File: src/rtl/instr_encoder_loader_pkg.sv
// Shared MIPS opcode/funct constants, op select codes and loader FSM states
// used by the instruction encoder/loader and its companion disassembler bench.
package instr_encoder_loader_pkg;

    typedef enum logic [2:0] {
        OP_ADDU    = 3'd0,
        OP_SUBU    = 3'd1,
        OP_ORI     = 3'd2,
        OP_LW      = 3'd3,
        OP_SW      = 3'd4,
        OP_BEQ     = 3'd5,
        OP_JAL     = 3'd6,
        OP_ILLEGAL = 3'd7
    } op_e;

    localparam logic [5:0] ADDU_OPCODE = 6'b000000;
    localparam logic [5:0] SUBU_OPCODE = 6'b000000;
    localparam logic [5:0] ORI_OPCODE  = 6'b001101;
    localparam logic [5:0] LW_OPCODE   = 6'b100011;
    localparam logic [5:0] SW_OPCODE   = 6'b101011;
    localparam logic [5:0] BEQ_OPCODE  = 6'b000100;
    localparam logic [5:0] JAL_OPCODE  = 6'b000011;

    localparam logic [5:0] ADDU_FUNCT  = 6'b100001;
    localparam logic [5:0] SUBU_FUNCT  = 6'b100011;

    typedef enum logic [1:0] {
        ST_IDLE = 2'd0,
        ST_LOAD = 2'd1,
        ST_DONE = 2'd2
    } state_e;

    function automatic logic [31:0] r_type(input logic [5:0] opcode, input logic [4:0] rs,
                                           input logic [4:0] rt, input logic [4:0] rd,
                                           input logic [5:0] funct);
        return {opcode, rs, rt, rd, 5'b00000, funct};
    endfunction

    function automatic logic [31:0] i_type(input logic [5:0] opcode, input logic [4:0] rs,
                                           input logic [4:0] rt, input logic [15:0] imm);
        return {opcode, rs, rt, imm};
    endfunction

endpackage

File: src/rtl/instr_field_encoder.sv
// Purely combinational encoder: op select plus register/immediate/target fields
// to a 32-bit MIPS instruction word, flagging the illegal select.
module instr_field_encoder
    import instr_encoder_loader_pkg::*;
(
    input  logic [2:0]  op_sel,
    input  logic [4:0]  rs,
    input  logic [4:0]  rt,
    input  logic [4:0]  rd,
    input  logic [15:0] imm,
    input  logic [25:0] target,
    output logic [31:0] word,
    output logic        illegal
);

    // NOTE: every output gets a default before the case so no path leaves it unassigned (no latch).
    always_comb begin
        word    = '0;
        illegal = 1'b0;
        case (op_sel)
            OP_ADDU: word = r_type(ADDU_OPCODE, rs, rt, rd, ADDU_FUNCT);
            OP_SUBU: word = r_type(SUBU_OPCODE, rs, rt, rd, SUBU_FUNCT);
            OP_ORI:  word = i_type(ORI_OPCODE, rs, rt, imm);
            OP_LW:   word = i_type(LW_OPCODE, rs, rt, imm);
            OP_SW:   word = i_type(SW_OPCODE, rs, rt, imm);
            OP_BEQ:  word = i_type(BEQ_OPCODE, rs, rt, imm);
            OP_JAL:  word = {JAL_OPCODE, target};
            default: illegal = 1'b1;
        endcase
    end

endmodule

File: src/rtl/instr_encoder_loader.sv
// Program loader: encodes accepted instruction requests and streams them as
// one-cycle write strobes into instruction memory at consecutive word addresses.
module instr_encoder_loader
    import instr_encoder_loader_pkg::*;
#(
    parameter int DEPTH  = 256,
    parameter int ADDR_W = 8
) (
    input  logic              clk,
    input  logic              rst_n,
    input  logic              start,
    input  logic              finish,
    input  logic              req_valid,
    output logic              req_ready,
    input  logic [2:0]        op_sel,
    input  logic [4:0]        rs,
    input  logic [4:0]        rt,
    input  logic [4:0]        rd,
    input  logic [15:0]       imm,
    input  logic [25:0]       target,
    output logic              imem_we,
    output logic [ADDR_W-1:0] imem_addr,
    output logic [31:0]       imem_wdata,
    output logic [ADDR_W:0]   count,
    output logic              load_done,
    output logic              err_illegal
);

    localparam logic [ADDR_W:0] DEPTH_C = (ADDR_W + 1)'(DEPTH);

    state_e              state_q, state_d;
    logic [ADDR_W-1:0]   addr_q, addr_d;
    logic [ADDR_W:0]     count_q, count_d;
    logic                load_done_q, load_done_d;
    logic                err_illegal_q, err_illegal_d;
    logic                imem_we_q, imem_we_d;
    logic [ADDR_W-1:0]   imem_addr_q, imem_addr_d;
    logic [31:0]         imem_wdata_q, imem_wdata_d;

    logic [31:0]         enc_word;
    logic                enc_illegal;
    logic                accept;

    instr_field_encoder u_encoder (
        .op_sel  (op_sel),
        .rs      (rs),
        .rt      (rt),
        .rd      (rd),
        .imm     (imm),
        .target  (target),
        .word    (enc_word),
        .illegal (enc_illegal)
    );

    assign req_ready = (state_q == ST_LOAD) && !start && !finish;
    assign accept    = req_valid && req_ready;

    always_comb begin
        state_d       = state_q;
        addr_d        = addr_q;
        count_d       = count_q;
        load_done_d   = load_done_q;
        err_illegal_d = err_illegal_q;
        imem_we_d     = 1'b0;
        imem_addr_d   = imem_addr_q;
        imem_wdata_d  = imem_wdata_q;

        // The write strobe is registered at the accept edge, so an in-flight write
        // is already on the bus when start/finish arrive and is never cancelled.
        if (start) begin
            state_d       = ST_LOAD;
            addr_d        = '0;
            count_d       = '0;
            load_done_d   = 1'b0;
            err_illegal_d = 1'b0;
        end else if (state_q == ST_LOAD) begin
            if (finish) begin
                state_d     = ST_DONE;
                load_done_d = 1'b1;
            end else if (accept) begin
                if (enc_illegal) begin
                    err_illegal_d = 1'b1;
                end else begin
                    imem_we_d    = 1'b1;
                    imem_addr_d  = addr_q;
                    imem_wdata_d = enc_word;
                    addr_d       = addr_q + 1'b1;
                    count_d      = count_q + 1'b1;
                    if (count_d == DEPTH_C) begin
                        state_d     = ST_DONE;
                        load_done_d = 1'b1;
                    end
                end
            end
        end
    end

    // NOTE: sequential state uses non-blocking assignments so every flop samples pre-edge values.
    always_ff @(posedge clk or negedge rst_n) begin
        if (!rst_n) begin
            state_q       <= ST_IDLE;
            addr_q        <= '0;
            count_q       <= '0;
            load_done_q   <= 1'b0;
            err_illegal_q <= 1'b0;
            imem_we_q     <= 1'b0;
            imem_addr_q   <= '0;
            imem_wdata_q  <= '0;
        end else begin
            state_q       <= state_d;
            addr_q        <= addr_d;
            count_q       <= count_d;
            load_done_q   <= load_done_d;
            err_illegal_q <= err_illegal_d;
            imem_we_q     <= imem_we_d;
            imem_addr_q   <= imem_addr_d;
            imem_wdata_q  <= imem_wdata_d;
        end
    end

    assign imem_we     = imem_we_q;
    assign imem_addr   = imem_addr_q;
    assign imem_wdata  = imem_wdata_q;
    assign count       = count_q;
    assign load_done   = load_done_q;
    assign err_illegal = err_illegal_q;

endmodule
File: config.mk
export PLATFORM = sky130hd
export DESIGN_NAME = instr_encoder_loader
export DESIGN_NICKNAME = d
export VERILOG_FILES = /design/src/rtl/instr_encoder_loader_pkg.sv /design/src/rtl/instr_field_encoder.sv /design/src/rtl/instr_encoder_loader.sv
export SDC_FILE = /design/constraint.sdc
export NUM_CORES = 1
export LEC_CHECK = 0
export CORE_MARGIN = 2
export CORE_UTILIZATION = 41
export CTS_CLUSTER_SIZE = 16
export DETAILED_ROUTE_END_ITERATION = 16
export PLACE_DENSITY = 0.77
export SLEW_MARGIN = 20
export SYNTH_ARGS = -nofsm -noshare
export SYNTH_HDL_FRONTEND = slang
export SYNTH_HIERARCHICAL = 1
export SYNTH_SLANG_ARGS = --single-unit
File: constraint.sdc
create_clock -name clk -period 1.6 [get_ports clk]
set_input_delay 0.4 -clock clk [delete_from_list [all_inputs] [get_ports clk]]
set_output_delay 0.4 -clock clk [all_outputs]
set_load 0.02 [all_outputs]
==> results.txt <==
failing checks: negative setup slack
vias in the first global route: 3406
Max Cap Violations: 0
post-route cell area: 5180 µm²
area grow syn2layout: 54.88%
via/cell ratio: 5.092
synthesized area: 3344 µm²
final antenna-violating net count: 0
crit end category: register
pwr/cell area: 869.3 nW/µm²
VDD IR max: 0.3686 mV
register bit total from synthesis: 61
TNS Setup: -0.07125 ns
Setup crit start: op_sel[2]
CTS H-tree lvls: 3
First DRT Iteration DRCs: 148
largest net degree at the start of global routing: 62
Reg area: 1529 µm²
worst hold path class: in -> async
endpoints failing setup: 1
status: finished, violations left
TritonCTS clock tree: done
FILL cells: 669
Initial Util: 0.4284
Max Slew Vio Count: 0
post-synthesis average cell area: 8.118 µm²
Netlist cell types: 43
Chip Width: 94.32 µm
Port Buf Inserts: 117
die area: 8895 µm²
CTS Sinks: 61
Max FO, Critical Path: 4
Setup WS post-layout: -0.07125 ns
die height: 94.32 µm
max incr delay on CP: 0.47 ns
Multi-input gate area: 1803 µm²
Worst Clk Skew: 0.008614 ns
Ant. Diodes: 0
f_max: 598.4 MHz
CP max-delay cell: or3_4
post-synth top area cell: dfrtp_1
DR WL/cell: 14.84 µm
Detailed Route WL: 9.723 mm
Power Total: 0.004503 W
crit path buf inv count: 2
register area share after synthesis: 0.4564
RSZ-0062 raised after global routing: yes
NumNets Final: 616
Clock Latency Late Sink: 0.34 ns
crit start category: primary input
gr ovfl total: 0
num ports: 118
Syn Inst Count: 412
Pleak: 2.492 nW
syn nets: 480
CP required: 1.82 ns
core footprint: 7807 µm²
post-detail-place hpwl: 6.705 mm
Post-Place Cell Area: 4792 µm²
Clock Tree Buf Depth: 2
Warnings, synthesis: 6
CP arrival: 1.90 ns
final hold violation count: 0
Period Utilization, post-route: 1.045
Place WS: -0.6906 ns
Worst-path clk slew: 0.07 ns
CP Cell Sequence: buf_6, and3_4, nand4bb_4, or3_4, clkinv_4, o21ai_2, o32a_1
post-synth top area share: 0.4564
initial antenna violation count: 0
first-pass GRT wire length: 16.16 mm
DRT Pass-1 Iters: 5
Crit Path Class: in -> reg
Post-CTS Hold Fix Bufs: 0
family with the most delay on the worst path: simple AND/OR/NAND/NOR gates
GRT Resource Usage Total: 0.2331
Synth area leaders: dfrtp_1 (46%), nand2_1 (16%), o21ai_0 (4.2%)
row count: 32
Final min period: 1.671 ns
cts bufs inserted: 9
Root Driver: clkbuf_8
worst flop-to-flop path startpoint: state_q[0]
routed vias: 3335
layout cells sized above 1: 0.1718
drc violations: 0
RD Place Congestion: 0.8239
[state kept, by name, summed over array words and instances (netlist names)]
signal	count
imem_wdata	32
count	9
imem_we	1
err_illegal	1
addr_q	8
imem_addr	8
state_q	2
[per-stage QoR]
stage / instances / utilization / hold WS [ns]
floorplan: 412 / - / 0.1044
global placement: 630 / 0.6138 / 0.4342
detailed placement: 630 / 0.6138 / 0.4353
CTS: 655 / 0.6583 / 0.06829
global route: 655 / 0.6635 / 0.06363
finish: 655 / 0.6635 / 0.05728
[power breakdown]
group / internal [W] / total [W] / switching [W]
clock: 0.000723 / 0.00138 / 0.000659
combinational: 0.000566 / 0.00126 / 0.000697
sequential: 0.00175 / 0.00186 / 0.000112
[worst reg2reg max path, cell delays in order (launching register included)]
cell and delay (ns):
dfrtp_2 0.42, nand4bb_4 0.14, or3_4 0.47, clkinv_4 0.09, o21ai_2 0.07, o32a_1 0.35
[cell type report]
class,instances,area share
Clock buffer,9,0.02391
Clock inverter,7,0.01449
Inverter,4,0.003865
Multi-Input combinational cell,318,0.3481
Sequential cell,61,0.2952
Tap cell,102,0.02464
Timing Repair Buffer,154,0.2899
[what timing repair did]
| item | in CTS | in global routing |
|---|---|---|
| cloned | 3 | 0 |
| pin swaps | 15 | 5 |
| buffers inserted | 7 | 0 |
| setup endpoints to repair | 111 | 17 |
| gates resized for setup | 104 | 20 |
[synthesized netlist by cell type]
library cell,count
nand2_1,142
dfrtp_1,61
o21ai_0,28
a21oi_1,24
nand2b_1,22
nor2_1,19
nor2b_1,15
xnor2_1,14
clkbuf_1,12
buf_2,11
a211oi_1,6
nand3_1,4
nand4_1,4
nor3_1,4
nor4b_1,4
buf_4,3
buf_6,3
ha_1,3
inv_1,3
and4_1,2
nor3b_1,2
nor4_1,2
nor4bb_1,2
o31ai_1,2
or4_1,2
a21boi_0,1
a221o_1,1
and2b_4,1
and3_1,1
clkinv_2,1
conb_1,1
mux2_2,1
nand2_2,1
nand2b_4,1
nand4bb_1,1
nor2b_4,1
o21a_1,1
o21ai_1,1
o21ai_2,1
o32a_1,1
o32ai_1,1
or3_1,1
xor2_1,1
[routing by layer]
layer | vias up | global-route usage | part of all wire
met4 | 0 | 0.07729 | 0.013
met5 | - | 0 | 0
li1 | 1629 | - | -
met3 | 12 | 0.05297 | 0.080
met1 | 1580 | 0.2886 | 0.42
met2 | 114 | 0.4024 | 0.49
[final timing paths]
path / end / slack (ns) / cells past startpoint
worst max register to register: state_q[0] / -0.06 / 5
min in group clk: imem_wdata[5] / 0.47 / 2
worst min register to register: imem_wdata[5] / 0.47 / 2
worst min-delay path: imem_wdata[11] / 0.06 / 2
max in group asynchronous: state_q[0] / 1.25 / 2
worst max-delay path: state_q[0] / -0.07 / 7
[cell usage in the layout (no fill, tap or decap), types with 3 or more instances in the layout]
| master | netlist | final |
|---|---|---|
| buf_12 | 0 | 3 |
| xnor2_1 | 14 | 13 |
| clkbuf_8 | 0 | 9 |
| dlygate4sd2_1 | 0 | 47 |
| nand2_2 | 1 | 5 |
| buf_6 | 3 | 8 |
| a21oi_1 | 24 | 23 |
| clkbuf_2 | 0 | 3 |
| inv_1 | 3 | 3 |
| nand2_1 | 142 | 137 |
| buf_4 | 3 | 24 |
| a211oi_1 | 6 | 6 |
| nor2_1 | 19 | 18 |
| clkdlybuf4s50_1 | 0 | 57 |
| nor3_1 | 4 | 3 |
| clkinvlp_4 | 0 | 3 |
| dfrtp_1 | 61 | 59 |
| nor2b_1 | 15 | 15 |
| nand4_1 | 4 | 4 |
| nand2b_1 | 22 | 22 |
| nand3_1 | 4 | 4 |
| clkdlybuf4s15_1 | 0 | 4 |
| buf_16 | 0 | 3 |
| o21ai_0 | 28 | 27 |
[logic make-up (layout without fill, tap and decap cells)]
group	count (synthesis)	after routing	synth area share
AOI/OAI and AO/OA	67	67	0.1130
DFF	61	61	0.4564
adders and majority gates	3	3	0.01122
and+or+nand+nor	231	231	0.3240
other	1	1	0.001121
buffers and inverters	33	174	0.05162
xor gates and xnor gates	15	15	0.03928
muxes	1	1	0.003367
Power figures use the tool's default switching activity.
